===== config.mk =====
export PLATFORM = sky130hd
export DESIGN_NAME = seq_alu
export DESIGN_NICKNAME = d
export VERILOG_FILES = /design/src/rtl/seq_alu.sv
export SDC_FILE = /design/constraint.sdc
export NUM_CORES = 1
export LEC_CHECK = 0
export BUFFER_PORTS_ARGS = -buffer_cell sky130_fd_sc_hd__buf_4
export CAP_MARGIN = 20
export CELL_PAD_IN_SITES_DETAIL_PLACEMENT = 0
export CELL_PAD_IN_SITES_GLOBAL_PLACEMENT = 1
export CORE_ASPECT_RATIO = 1.2
export CORE_MARGIN = 8
export CORE_UTILIZATION = 44
export CTS_CLUSTER_SIZE = 20
export DETAILED_ROUTE_END_ITERATION = 7
export PLACE_DENSITY_LB_ADDON = 0.2
export SETUP_SLACK_MARGIN = 0.1
export SKIP_LAST_GASP = 1
export SYNTH_ARGS = -nofsm -noshare
export SYNTH_HDL_FRONTEND = slang
export SYNTH_SLANG_ARGS = --single-unit

===== constraint.sdc =====
create_clock -name clock -period 4.5 [get_ports clock]
set_input_delay 0.9 -clock clock [delete_from_list [all_inputs] [get_ports clock]]
set_output_delay 0.9 -clock clock [all_outputs]
set_load 0.01 [all_outputs]

===== src/rtl/seq_alu.sv =====
// seq_alu: registered ALU; single-cycle arithmetic/logic/jumps plus bit-serial
// shifts/rotates and shift-add multiply. Flags CF/ZF/SF/OF are held internally.
// state | meaning
// IDLE  | accepts start, completes single-cycle ops in place
// RUN   | steps a shift/rotate or MUL one bit per edge, cnt_q counts down to 1
module seq_alu #(
  parameter int WIDTH = 8,
  parameter int SH_W  = $clog2(WIDTH)
) (
  input  logic             clock,
  input  logic             reset,
  input  logic             start,
  input  logic [4:0]       op,
  input  logic [WIDTH-1:0] in1,
  input  logic [WIDTH-1:0] in2,
  input  logic [SH_W-1:0]  im,
  input  logic [WIDTH-1:0] im8,
  output logic             busy,
  output logic             done,
  output logic [WIDTH-1:0] res,
  output logic             jmp,
  output logic             CF,
  output logic             ZF,
  output logic             SF,
  output logic             OF
);
  localparam int M = WIDTH - 1;
  localparam int CNT_W = SH_W + 1;
  localparam logic [WIDTH-1:0] ONE = WIDTH'(1);

  localparam logic [4:0] OP_ADD = 5'b00001, OP_AND = 5'b00010, OP_SUB = 5'b00011,
                         OP_OR  = 5'b00100, OP_XOR = 5'b00101, OP_MOV = 5'b00110,
                         OP_ADC = 5'b00111, OP_NOT = 5'b01000, OP_SAR = 5'b01001,
                         OP_SHR = 5'b01010, OP_SAL = 5'b01011, OP_SHL = 5'b01100,
                         OP_ROL = 5'b01101, OP_ROR = 5'b01110, OP_INC = 5'b01111,
                         OP_DEC = 5'b10000, OP_MUL = 5'b10001, OP_CMP = 5'b10110,
                         OP_JE  = 5'b11000, OP_JB  = 5'b11001, OP_JA  = 5'b11010,
                         OP_JL  = 5'b11011, OP_JG  = 5'b11100, OP_JMP = 5'b11101,
                         OP_LI  = 5'b11110;

  typedef enum logic {IDLE, RUN} state_t;

  state_t             state_q, state_d;
  logic [WIDTH-1:0]   res_q, res_d, acc_q, acc_d;
  logic [2*WIDTH-1:0] prod_q, prod_d;
  logic [CNT_W-1:0]   cnt_q, cnt_d;
  logic [4:0]         op_q, op_d;
  logic               cf_q, cf_d, zf_q, zf_d, sf_q, sf_d, of_q, of_d;
  logic               done_q, done_d, jmp_q, jmp_d, msb_q, msb_d;

  logic [WIDTH:0]     sum_w, mul_sum;
  logic [WIDTH-1:0]   opb, r, shifted;
  logic [2*WIDTH-1:0] prod_next;
  logic               bit_out, upd_zs;

  always_comb begin
    state_d = state_q;
    res_d   = res_q;
    acc_d   = acc_q;
    prod_d  = prod_q;
    cnt_d   = cnt_q;
    op_d    = op_q;
    msb_d   = msb_q;
    cf_d    = cf_q;
    zf_d    = zf_q;
    sf_d    = sf_q;
    of_d    = of_q;
    done_d  = 1'b0;
    jmp_d   = 1'b0;
    sum_w   = '0;
    opb     = '0;
    r       = '0;
    upd_zs  = 1'b0;

    // One step of the multiply: conditionally add multiplicand to the high half, shift right.
    mul_sum   = {1'b0, prod_q[2*WIDTH-1:WIDTH]} + (prod_q[0] ? {1'b0, acc_q} : '0);
    prod_next = {mul_sum, prod_q[WIDTH-1:1]};

    case (op_q)
      OP_SAR:  begin shifted = {acc_q[M], acc_q[M:1]}; bit_out = acc_q[0]; end
      OP_SHR:  begin shifted = {1'b0, acc_q[M:1]};     bit_out = acc_q[0]; end
      OP_ROL:  begin shifted = {acc_q[M-1:0], acc_q[M]}; bit_out = acc_q[M]; end
      OP_ROR:  begin shifted = {acc_q[0], acc_q[M:1]}; bit_out = acc_q[0]; end
      default: begin shifted = {acc_q[M-1:0], 1'b0};   bit_out = acc_q[M]; end
    endcase

    unique case (state_q)
      IDLE: begin
        if (start) begin
          done_d = 1'b1;
          case (op)
            OP_ADD, OP_ADC, OP_INC: begin
              opb    = (op == OP_INC) ? ONE : in2;
              sum_w  = {1'b0, in1} + {1'b0, opb} + {{WIDTH{1'b0}}, (op == OP_ADC) & cf_q};
              r      = sum_w[M:0];
              res_d  = r;
              cf_d   = sum_w[WIDTH];
              of_d   = (in1[M] == opb[M]) && (r[M] != in1[M]);
              upd_zs = 1'b1;
            end
            OP_SUB, OP_CMP, OP_DEC: begin
              opb    = (op == OP_DEC) ? ONE : in2;
              sum_w  = {1'b0, in1} - {1'b0, opb};
              r      = sum_w[M:0];
              if (op != OP_CMP) res_d = r;
              cf_d   = sum_w[WIDTH];
              of_d   = (in1[M] != opb[M]) && (r[M] != in1[M]);
              upd_zs = 1'b1;
            end
            OP_AND, OP_OR, OP_XOR: begin
              r      = (op == OP_AND) ? (in1 & in2) : (op == OP_OR) ? (in1 | in2) : (in1 ^ in2);
              res_d  = r;
              cf_d   = 1'b0;
              of_d   = 1'b0;
              upd_zs = 1'b1;
            end
            OP_MOV: res_d = in2;
            OP_NOT: res_d = ~in1;
            OP_LI:  res_d = im8;
            OP_SAR, OP_SHR, OP_SAL, OP_SHL, OP_ROL, OP_ROR: begin
              if (im == '0) begin
                res_d = in1;
              end else begin
                state_d = RUN;
                done_d  = 1'b0;
                acc_d   = in1;
                msb_d   = in1[M];
                cnt_d   = {1'b0, im};
                op_d    = op;
              end
            end
            OP_MUL: begin
              state_d = RUN;
              done_d  = 1'b0;
              acc_d   = in1;
              prod_d  = {{WIDTH{1'b0}}, in2};
              cnt_d   = CNT_W'(WIDTH);
              op_d    = op;
            end
            OP_JE, OP_JB, OP_JA, OP_JL, OP_JG, OP_JMP: begin
              res_d = im8;
              case (op)
                OP_JE:   jmp_d = zf_q;
                OP_JB:   jmp_d = cf_q;
                OP_JA:   jmp_d = !cf_q && !zf_q;
                OP_JL:   jmp_d = sf_q != of_q;
                OP_JG:   jmp_d = !zf_q && (sf_q == of_q);
                default: jmp_d = 1'b1;
              endcase
            end
            default: ;
          endcase
        end
      end
      RUN: begin
        cnt_d = cnt_q - 1'b1;
        if (op_q == OP_MUL) begin
          prod_d = prod_next;
          if (cnt_q == CNT_W'(1)) begin
            r      = prod_next[M:0];
            res_d  = r;
            cf_d   = |prod_next[2*WIDTH-1:WIDTH];
            of_d   = |prod_next[2*WIDTH-1:WIDTH];
            upd_zs = 1'b1;
          end
        end else begin
          acc_d = shifted;
          if (cnt_q == CNT_W'(1)) begin
            r      = shifted;
            res_d  = r;
            cf_d   = bit_out;
            of_d   = (op_q == OP_SAR || op_q == OP_SHR) ? 1'b0 : (msb_q != shifted[M]);
            upd_zs = 1'b1;
          end
        end
        if (cnt_q == CNT_W'(1)) begin
          state_d = IDLE;
          done_d  = 1'b1;
        end
      end
      default: state_d = IDLE;
    endcase

    if (upd_zs) begin
      zf_d = (r == '0);
      sf_d = r[M];
    end
  end

  always_ff @(posedge clock) begin
    if (reset) begin
      state_q <= IDLE;
      res_q   <= '0;
      acc_q   <= '0;
      prod_q  <= '0;
      cnt_q   <= '0;
      op_q    <= '0;
      msb_q   <= 1'b0;
      cf_q    <= 1'b0;
      zf_q    <= 1'b0;
      sf_q    <= 1'b0;
      of_q    <= 1'b0;
      done_q  <= 1'b0;
      jmp_q   <= 1'b0;
    end else begin
      state_q <= state_d;
      res_q   <= res_d;
      acc_q   <= acc_d;
      prod_q  <= prod_d;
      cnt_q   <= cnt_d;
      op_q    <= op_d;
      msb_q   <= msb_d;
      cf_q    <= cf_d;
      zf_q    <= zf_d;
      sf_q    <= sf_d;
      of_q    <= of_d;
      done_q  <= done_d;
      jmp_q   <= jmp_d;
    end
  end

  assign busy = (state_q == RUN);
  assign done = done_q;
  assign res  = res_q;
  assign jmp  = jmp_q;
  assign CF   = cf_q;
  assign ZF   = zf_q;
  assign SF   = sf_q;
  assign OF   = of_q;
endmodule


== Word-level counts from Yosys, hierarchy flattened ==
Cells that the tools add are included.

* Logic and storage cells: 167
* Input port bits: 35
* Output and inout port bits: 15
* Register bits after elaboration: 49

* Equality and inequality tests: 51
* Mux-type cells: 62
* Bitwise logic cells: 9
* Add/sub/neg operators: 5
* Reductions and logical operators: 27

{| class="wikitable"
|+ Operators with widths
! cell !! number
|-
| 2-to-1 mux 8 bit || 18
|-
| one-hot mux 8 bit (2 select lines) || 4
|-
| equality test 5 x 4 -> 1 bit, second input constant || 12
|-
| one-hot mux 8 bit (7 select lines) || 1
|-
| equality test 5 bit, second input constant || 11
|-
| 2-to-1 mux 16 bit || 3
|-
| one-hot mux 16 bit (2 select lines) || 1
|-
| one-hot mux 8 bit (4 select lines) || 1
|-
| one-hot mux 8 bit (3 select lines) || 1
|-
| equality test 5 x 3 -> 1 bit, second input constant || 4
|-
| adder 8 x 8 -> 9 bit || 2
|-
| 2-to-1 mux 1 bit || 17
|-
| one-hot mux 4 bit (2 select lines) || 2
|-
| one-hot mux 1 bit (2 select lines) || 7
|-
| AND reduction 4 bit || 3
|-
| OR reduction 3 bit || 4
|-
| OR reduction 6 bit || 2
|-
| equality test 5 x 2 -> 1 bit, second input constant || 2
|-
| one-hot mux 5 bit (2 select lines) || 1
|-
| adder 9 x 1 -> 9 bit || 1
|-
| inequality test 3 bit, second input constant || 3
|-
| AND reduction 3 bit || 3
|-
| OR reduction 9 bit || 1
|-
| subtractor 8 x 8 -> 9 bit || 1
|-
| 31 further kinds || 49
|}

== Longest topological paths before layout ==
Gate-level depths: netlist of the first run.

* Depth after elaboration: 9
* Gate-level depth with buffers: 17
* Gate-level depth less buffers: 14

== Worst setup path after synthesis of the first run ==
OpenSTA, ideal clock, no wires.

* Path kind: input to register
* Start point: in op[2]
* End point: reg zf_q (netlist: ZF)
* Data arrival time: 3.969 ns
* Stages on the path: 15
* Required time: 4.414 ns
* Path slack: 0.444 ns
* Setup time: 0.086 ns
* Path through: buf_4 -> buf_2 -> and3_1 -> and2_1 -> clkbuf_1 -> or2_2 -> fa_1 -> a21oi_1 -> o211ai_1 -> o41ai_1 -> xnor2_1 -> a21o_1 -> a211oi_1 -> nand4_1 -> a221oi_2

* Cells in the longest elaborated chain, start to end: 8
* Elaborated cells between the ends (all ways): 28
* Those cells by class: add/sub (3); eq/ne (9); mux (10); bitwise (1); reduce/logical (5)

{| class="wikitable"
|+ Ends and longest elaborated chain
! item !! line !! source
|-
| from (decl) || 13 || <nowiki>input logic [4:0] op,</nowiki>
|-
| equality test 5 x 4 -> 1 bit || 91, 93 ||
|-
| 2-to-1 mux 8 bit || 93 || <nowiki>opb = (op == OP_INC) ? ONE : in2;</nowiki>
|-
| adder 8 x 8 -> 9 bit || 94 || <nowiki>sum_w = {1'b0, in1} + {1'b0, opb} + {{WIDTH{1'b0}}, (op == OP_ADC) & cf_q};</nowiki>
|-
| adder 9 x 1 -> 9 bit || 94 ||
|-
| one-hot mux 8 bit (3 select lines) || 91 || <nowiki>case (op)</nowiki>
|-
| 2-to-1 mux 8 bit || 89 || <nowiki>if (start) begin</nowiki>
|-
| one-hot mux 8 bit (2 select lines) || 87 || <nowiki>unique case (state_q)</nowiki>
|-
| logical NOT 8 bit || 185 || <nowiki>zf_d = (r == '0);</nowiki>
|-
| to (signal assigned) || 214 || <nowiki>zf_q <= zf_d;</nowiki>
|-
| to (decl) || 48 || <nowiki>logic cf_q, cf_d, zf_q, zf_d, sf_q, sf_d, of_q, of_d;</nowiki>
|}

Several ways; a longest one is shown, not always the timed one.
A chain may end at the register's enable or synchronous reset.

== Worst setup path in the final report of the first run ==
Same ends and word-level chain as after synthesis.

==> impl_metrics.env, run 1 <==
export IMPL_hold_path_class="reg2reg"
export IMPL_synthDistinctLibCells=69
export IMPL_cts_repair_resized=0
export IMPL_avgSynthCellArea_sq_um=7.55
export IMPL_path_clk_slew_ns=0.06
export IMPL_cts_buffers=5
export IMPL_final_period_utilization=0.876
export IMPL_final_max_slew_viol_count=0
export IMPL_via_per_inst=5.98
export IMPL_wl_um=14300
export IMPL_die_h_um=128
export IMPL_use_met2=0.365
export IMPL_io_buffer_count=49
export IMPL_grt_pass1_vias=4668
export IMPL_final_antenna_net_count=0
export IMPL_hold_depth=2
export IMPL_fin_tns_setup_ns=0
export IMPL_total_power_mw=1.23
export IMPL_yosysMostFrequentCell="nor2_1"
export IMPL_start_kind="input pin"
export IMPL_post_cts_setup_buffers=0
export IMPL_yosys_area_top_type="dfxtp_1"
export IMPL_cts_tree="yes"
export IMPL_antenna_found_initial=0
export IMPL_cts_sink_count=49
export IMPL_cp_arrival_ns=4.15
export IMPL_fmax_ghz=0.254
export IMPL_grt_setup_unrepaired="no"
export IMPL_status="complete, no violations"
export IMPL_finClkSkew_ns=0.00299
export IMPL_netlist_area_sq_mm=0.00460
export IMPL_setup_viol=0
export IMPL_wl_per_cell_um=18.5
export IMPL_ys_warn_count=0
export IMPL_die_area_sq_mm=0.0140
export IMPL_timing_slew_headroom=0.390
export IMPL_async_flop_share=0
export IMPL_ys_ff_latch=49
export IMPL_fin_nets=723
export IMPL_syn_to_final_growth_pct=12.4
export IMPL_grt_overflow_total=0
export IMPL_fp_row_count=41
export IMPL_hold_buffers=0
export IMPL_drive_gt1_frac=0.117
export IMPL_vias=4616
export IMPL_grt_use_total=0.207
export IMPL_syn_nets=690
export IMPL_power_density_mw_per_mm2=237
export IMPL_io_pins=50
export IMPL_root_buffer="clkbuf_16"
export IMPL_synth_main_ff_cell="dfxtp_1"
export IMPL_required_ns=4.70
export IMPL_worstMarginPinSlew_ns=0.908
export IMPL_reg2reg_depth=11
export IMPL_period_minus_slack_ns=3.94
export IMPL_dpl_hpwl_um=11300
export IMPL_n_antenna_cell=0
export IMPL_synth_edf_count=0
export IMPL_cts_max_level=2
export IMPL_synth_seq_area_share=0.213
export IMPL_yosys_top_cells_area="dfxtp_1, ha_1, nor2_1"
export IMPL_syn_inst=609
export IMPL_peakVddDrop_uv=152
export IMPL_maxCapViolCount=0
export IMPL_start_util=0.444
export IMPL_gp_congestion=0.969
export IMPL_drc_errors=0
export IMPL_crit_type="in2reg"
export IMPL_drtIter0Drc=318
export IMPL_grt_max_degree=50
export IMPL_synth_common_cells="nor2_1, a21oi_1, dfxtp_1, nand2_1, ha_1"
export IMPL_regArea_sq_um=982
export IMPL_drtPass1Iterations=5
export IMPL_fill_cells=1078
export IMPL_multi_input_area_sq_mm=0.00338
export IMPL_fp_dieW_um=109
export IMPL_crit_path_end_kind="flip-flop"
export IMPL_leakagePower_nw=2.23
export IMPL_worstPathMaxFanout=22
export IMPL_synth_top_cell_area_share=0.213
export IMPL_grt_pass1_wl_um=23400
export IMPL_grt_util_met3=0.0257
export IMPL_hold_viol_final=0
export IMPL_insertion_delay_ns=0.29
export IMPL_grt_use_met1=0.247
export IMPL_cts_max_path_buffers=2
export IMPL_coreArea_sq_mm=0.0104
export IMPL_gr_max_usage_layer="met2"
==> power by group <==
part	switching, mW	leakage (nW)	internal (mW)
Clock	0.156	0.0652	0.207
Combinational	0.224	1.76	0.164
Sequential	0.0202	0.399	0.455
Total	0.400	2.23	0.826
==> state kept, by name, summed over array words and instances, names as in the netlist <==
register / count
CF: 1
OF: 1
SF: 1
ZF: 1
acc_q: 8
busy: 1
cnt_q: 4
done: 1
jmp: 1
msb_q: 1
op_q: 5
prod_q: 16
res: 8
==> cell families after synthesis <==
group                    Yosys count  share of synthesized area
AO/OA/AOI/OAI                    187                      0.273
XOR/XNOR                          18                     0.0343
adder cells (fa/ha/maj)           46                      0.132
buffers and inverters             58                     0.0528
flip-flops                        49                      0.213
multiplexers                      25                     0.0552
AND/OR/NAND/NOR                  226                      0.240
==> worst max-delay path: stages <==
cell,delay [ns]
buf_4,0.18
and3_1,0.22
and2_1,0.25
or2_2,0.32
fa_1,0.39
a21oi_1,0.18
o211ai_1,0.17
o41ai_1,0.28
buf_4,0.18
xnor2_1,0.08
a21o_1,0.16
a211oi_1,0.40
nand4_1,0.18
a221oi_2,0.25
==> layer usage <==
| metal | vias up | part of all wire |
|---|---|---|
| met5 | - | 0 |
| met4 | 0 | 0.022 |
| met3 | 23 | 0.039 |
| met2 | 117 | 0.51 |
| met1 | 2186 | 0.43 |
| li1 | 2290 | - |
==> through the flow <==
step / instance area (sq um) / instances / worst slack (ns) / utilization / hold WS [ns]
2_1_floorplan: 4600 / 609 / 0.444 / - / 0.453
3_3_place_gp: 5030 / 764 / 0.342 / 0.486 / 0.478
3_5_place_dp: 5030 / 764 / 0.307 / 0.486 / 0.481
4_1_cts: 5170 / 772 / 0.600 / 0.499 / 0.490
5_1_grt: 5170 / 772 / 0.440 / 0.499 / 0.543
6_report: 5170 / 772 / 0.557 / 0.499 / 0.494
==> cell type report <==
cell class / count / area share
Timing Repair Buffer: 53 / 0.0770
Sequential cell: 49 / 0.190
Tap cell: 129 / 0.0312
Multi-Input combinational cell: 502 / 0.653
Inverter: 31 / 0.0225
Clock buffer: 8 / 0.0264
==> placed cells by master, fill, tap and decap left out, types with 7 or more instances in the layout <==
| cell type | netlist | layout |
|---|---|---|
| nor2b_1 | 12 | 12 |
| xnor2_1 | 7 | 7 |
| nand3_1 | 15 | 15 |
| a22oi_1 | 8 | 8 |
| a32oi_1 | 7 | 7 |
| xor2_1 | 11 | 11 |
| a211oi_1 | 21 | 21 |
| o21ai_0 | 32 | 32 |
| dfxtp_1 | 49 | 48 |
| buf_4 | 2 | 53 |
| nand2b_1 | 7 | 7 |
| o211ai_1 | 8 | 8 |
| ha_1 | 42 | 42 |
| nand2_1 | 45 | 45 |
| and2_1 | 10 | 10 |
| a21oi_1 | 52 | 52 |
| mux2i_1 | 22 | 22 |
| nor2_1 | 84 | 84 |
| nor3_1 | 14 | 14 |
| inv_1 | 31 | 31 |
==> final timing paths <==
check / slack [ns] / start / end
worst max-delay path: 0.56 / op[2] / ZF
worst min-delay path: 0.49 / op_q[1] / op_q[1]
worst min register to register: 0.49 / op_q[1] / op_q[1]
worst max register to register: 1.32 / prod_q[0] / CF
Power figures use the tool's default switching activity.
==> run 2, diff against run 1 <==
Settings changed: CORE_UTILIZATION 44 to 45, CTS_BUF_LIST set to sky130_fd_sc_hd__clkbuf_8.
==> impl_metrics.env, run 2 (synthesis gave the netlist of run 1 again) <==
export IMPL_status="complete, no violations"
export IMPL_insertion_delay_ns=0.31
export IMPL_grt_setup_unrepaired="no"
export IMPL_dpl_hpwl_um=11200
export IMPL_reg2reg_depth=11
export IMPL_cts_max_path_buffers=2
export IMPL_largest_reg_flops=16
export IMPL_fmax_ghz=0.256
export IMPL_die_area_sq_mm=0.0137
export IMPL_grt_max_degree=50
export IMPL_io_pins=50
export IMPL_coreArea_sq_mm=0.0100
export IMPL_hold_viol_final=0
export IMPL_cts_tree="yes"
export IMPL_drtIter0Drc=289
export IMPL_reg2reg_from="prod_q[0]"
export IMPL_cp_arrival_ns=4.14
export IMPL_gp_congestion=0.972
export IMPL_reg2reg_to="CF"
export IMPL_crit_end="ZF"
export IMPL_path_clk_slew_ns=0.09
export IMPL_wl_met2_um=7200
export IMPL_critPathLaunch="op[2]"
export IMPL_dp_cells=762
export IMPL_regMostFlops="prod_q"
export IMPL_peakVddDrop_uv=97.1
export IMPL_start_util=0.459
export IMPL_fin_nets=724
export IMPL_cts_max_level=2
export IMPL_finClkSkew_ns=0.00701
export IMPL_hold_buffers=0
export IMPL_final_antenna_net_count=0
export IMPL_stdcell_count=770
export IMPL_ff2ff_setup_slack_ns=1.27
export IMPL_antenna_found_initial=0
export IMPL_worstMarginPinSlew_ns=0.899
export IMPL_vias=4632
export IMPL_grt_pass1_wl_um=23100
export IMPL_start_kind="input pin"
export IMPL_fin_tns_setup_ns=0
export IMPL_cts_repair_resized=0
export IMPL_hold_depth=2
export IMPL_power_density_mw_per_mm2=217
export IMPL_timing_slew_headroom=0.396
export IMPL_required_ns=4.73
export IMPL_hold_path_class="reg2reg"
export IMPL_crit_type="in2reg"
export IMPL_grt_pass1_vias=4552
export IMPL_wl_um=14100
export IMPL_layout_common_cells="nor2_1, buf_4, a21oi_1"
export IMPL_cts_sink_count=49
export IMPL_via_per_inst=6.02
export IMPL_fill_cells=1027
export IMPL_drc_errors=0
export IMPL_final_period_utilization=0.868
export IMPL_fp_dieW_um=108
export IMPL_drtPass1Iterations=5
export IMPL_io_buffer_count=49
export IMPL_cts_buffers=5
export IMPL_root_buffer="clkbuf_8"
export IMPL_grt_overflow_total=0
export IMPL_highest_layer="met4"
export IMPL_met3_length_um=491
export IMPL_maxCapViolCount=0
export IMPL_die_h_um=127
export IMPL_drive_gt1_frac=0.118
export IMPL_wl_per_cell_um=18.3
export IMPL_fp_row_count=40
export IMPL_n_antenna_cell=0
export IMPL_leakagePower_nw=2.22
export IMPL_final_max_slew_viol_count=0
export IMPL_wl_met1_um=6070
export IMPL_regArea_sq_um=982
export IMPL_setup_viol=0
export IMPL_final_common_cell="nor2_1"
export IMPL_syn_to_final_growth_pct=11.3
export IMPL_period_minus_slack_ns=3.91
export IMPL_grt_use_total=0.206
export IMPL_worstPathMaxFanout=22
export IMPL_multi_input_area_sq_mm=0.00338
export IMPL_post_cts_setup_buffers=0
export IMPL_crit_path_end_kind="flip-flop"
-- run 2: final cells by class --
cell class | count | share of cell area
multi-input cells | 502 | 0.660
clock buffers | 5 | 0.0134
flip-flops and latches | 49 | 0.192
well taps | 126 | 0.0308
repair buffers | 54 | 0.0792
inverters | 31 | 0.0227
clock inverters | 3 | 0.00220
-- run 2: through the flow --
stage / total power [mW] / setup WS, ns / instance area, sq um / hold WS, ns / util
CTS: 1.12 / 0.583 / 5120 / 0.491 / 0.511
global placement: 0.862 / 0.425 / 5040 / 0.479 / 0.503
floorplan: 0.740 / 0.444 / 4600 / 0.453 / -
global route: 1.18 / 0.393 / 5120 / 0.536 / 0.511
detailed placement: 0.867 / 0.273 / 5040 / 0.478 / 0.503
finish: 1.11 / 0.595 / 5120 / 0.495 / 0.511
-- run 2: metal layers --
metal  GRT usage  vias up
met4      0.0767        0
met5           0        -
met3      0.0182       21
met1       0.252     2195
met2       0.363      113
li1            -     2303
-- run 2: worst max-delay path, stage by stage --
cell and delay, ns:
buf_4 0.18, and3_1 0.21, and2_1 0.25, or2_2 0.32, fa_1 0.39, a21oi_1 0.20
o211ai_1 0.17, o41ai_1 0.31, buf_4 0.19, xnor2_1 0.07, a21o_1 0.16, a211oi_1 0.34
nand4_1 0.19, a221oi_2 0.24
-- run 2: worst min path at each step --
stage | slack [ns] | from | end
floorplan | 0.45 | op_q[0] | op_q[0]
global placement | 0.48 | op_q[0] | op_q[0]
detailed placement | 0.48 | op_q[0] | op_q[0]
CTS | 0.49 | op_q[0] | op_q[0]
global route | 0.54 | res[2] | res[2]
finish | 0.49 | op_q[0] | op_q[0]
-- run 2: power by group --
group / switching, mW / internal (mW) / leakage (nW)
Clock: 0.147 / 0.104 / 0.0519
Sequential: 0.0200 / 0.455 / 0.399
Combinational: 0.222 / 0.164 / 1.77
==> run 3, diff against run 2 <==
Settings changed: ABC_CLOCK_PERIOD_IN_PS set to 3900, SLEW_MARGIN set to 0.
Clock period 4.5 ns to 3.9 ns, I/O delays scaled along.
==> impl_metrics.env, run 3 (synthesis gave the netlist of run 1 again) <==
export IMPL_placed_cell_area_sq_mm=0.00513
export IMPL_cts_max_level=2
export IMPL_gp_congestion=0.982
export IMPL_maxCapViolCount=0
export IMPL_power_density_mw_per_mm2=253
export IMPL_vias=4661
export IMPL_fill_cells=1013
export IMPL_final_common_cell="nor2_1"
export IMPL_crit_slowest_cell="fa_2"
export IMPL_required_ns=4.13
export IMPL_io_pins=50
export IMPL_grt_overflow_total=0
export IMPL_layout_common_cells="nor2_1, buf_4, a21oi_1"
export IMPL_fin_ws_ns=0.469
export IMPL_start_util=0.459
export IMPL_drtPass1Iterations=5
export IMPL_insertion_delay_ns=0.31
export IMPL_total_power_mw=1.32
export IMPL_peakVddDrop_uv=121
export IMPL_syn_to_final_growth_pct=13.4
export IMPL_hold_viol_final=0
export IMPL_grt_use_total=0.216
export IMPL_grt_setup_unrepaired="no"
export IMPL_final_antenna_net_count=0
export IMPL_post_cts_setup_buffers=0
export IMPL_cts_sink_count=49
export IMPL_cp_arrival_ns=3.67
export IMPL_grt_max_degree=50
export IMPL_path_cells="buf_4 -> and3_1 -> and2_1 -> or2_4 -> fa_2 -> inv_2 -> fa_2 -> nor2b_1 -> o31a_1 -> o311a_1 -> a21oi_2 -> nand2_1 -> a31o_2 -> o21a_1 -> a211oi_1"
export IMPL_cts_max_path_buffers=2
export IMPL_path_clk_slew_ns=0.09
export IMPL_finClkSkew_ns=0.00564
export IMPL_cp_common_cell="fa_2"
export IMPL_worstMarginPinSlew_ns=0.877
export IMPL_period_minus_slack_ns=3.43
export IMPL_fp_row_count=40
export IMPL_drive_gt1_frac=0.141
export IMPL_regMostFlops="prod_q"
export IMPL_cts_buffers=5
export IMPL_timing_slew_headroom=0.415
export IMPL_final_max_slew_viol_count=0
export IMPL_crit_path_end_kind="flip-flop"
export IMPL_cpPeakStageDelay_ns=0.39
export IMPL_stdcell_count=779
export IMPL_die_h_um=127
export IMPL_start_kind="input pin"
export IMPL_cts_tree="yes"
export IMPL_fp_dieW_um=108
export IMPL_finish_instance_area_sq_mm=0.00522
export IMPL_largest_reg_flops=16
export IMPL_fin_tns_setup_ns=0
export IMPL_cts_repair_resized=0
export IMPL_root_buffer="clkbuf_8"
export IMPL_grt_pass1_wl_um=24000
export IMPL_crit_type="in2reg"
export IMPL_setup_viol=0
export IMPL_wl_per_cell_um=19.0
export IMPL_crit_family="compound AO/OA/AOI/OAI gates"
export IMPL_cp_num_buf_inv=2
export IMPL_hold_buffers=0
export IMPL_grt_pass1_vias=4637
export IMPL_via_per_inst=5.98
export IMPL_fin_nets=734
export IMPL_status="complete, no violations"
export IMPL_antenna_found_initial=0
export IMPL_n_antenna_cell=0
export IMPL_worstPathMaxFanout=11
export IMPL_pre_cts_slack_ns=0.169
export IMPL_final_period_utilization=0.880
export IMPL_leakagePower_nw=2.26
export IMPL_wl_um=14800
export IMPL_dpl_hpwl_um=11700
export IMPL_fmax_ghz=0.291
export IMPL_hold_path_class="reg2reg"
export IMPL_dp_cells=772
export IMPL_drc_errors=0
export IMPL_drtIter0Drc=272
export IMPL_io_buffer_count=49
export IMPL_die_area_sq_mm=0.0137
export IMPL_coreArea_sq_mm=0.0100
## run 3: changes by cell type in the layout (fill, tap and decap cells not counted), sizes merged
cell,delta
clkbuf,+1
buf,+10
inv,-2
## run 3: layout make-up
type                    count  area [sq um]  share of cell area
multi-input cells         502          3390               0.651
flip-flops and latches     49           982               0.188
repair buffers             64           480              0.0921
well taps                 126           158              0.0302
inverters                  31           116              0.0223
clock buffers               6          82.6              0.0158
clock inverters             1          3.75            0.000719
## run 3: worst paths after layout
kind              startpoint       to  slack, ns  cells after the start
setup reg to reg   prod_q[0]       CF       0.62                     11
hold / removal       op_q[0]  op_q[0]       0.50                      2
setup / recovery       op[2]   res[6]       0.47                     15
hold reg to reg      op_q[0]  op_q[0]       0.50                      2
## run 3: metal layers
metal  track usage  vias to the layer above  wire [um]
li1              -                     2316          -
met1         0.258                     2197       6050
met2         0.377                      114       7620
met3        0.0268                       34        645
met4        0.0888                        0        465
met5             0                        -          0
## run 3: through the flow
stage	hold slack (ns)	util
3_3_place_gp	0.480	0.513
4_1_cts	0.501	0.521
5_1_grt	0.544	0.521
2_1_floorplan	0.453	-
3_5_place_dp	0.486	0.513
6_report	0.500	0.521
## run 3: report_power, final
group / total, mW / switching [mW] / internal, mW
clock network: 0.311 / 0.173 / 0.139
registers: 0.547 / 0.0230 / 0.524
logic: 0.463 / 0.266 / 0.197
total: 1.32 / 0.462 / 0.860
## run 3: worst min-delay path: cells and delay by family, from the launching register on
kind | cells | cell delay [ns]
DFF | 1 | 0.34
and+or+nand+nor | 1 | 0.06
AOI/OAI and AO/OA | 1 | 0.06
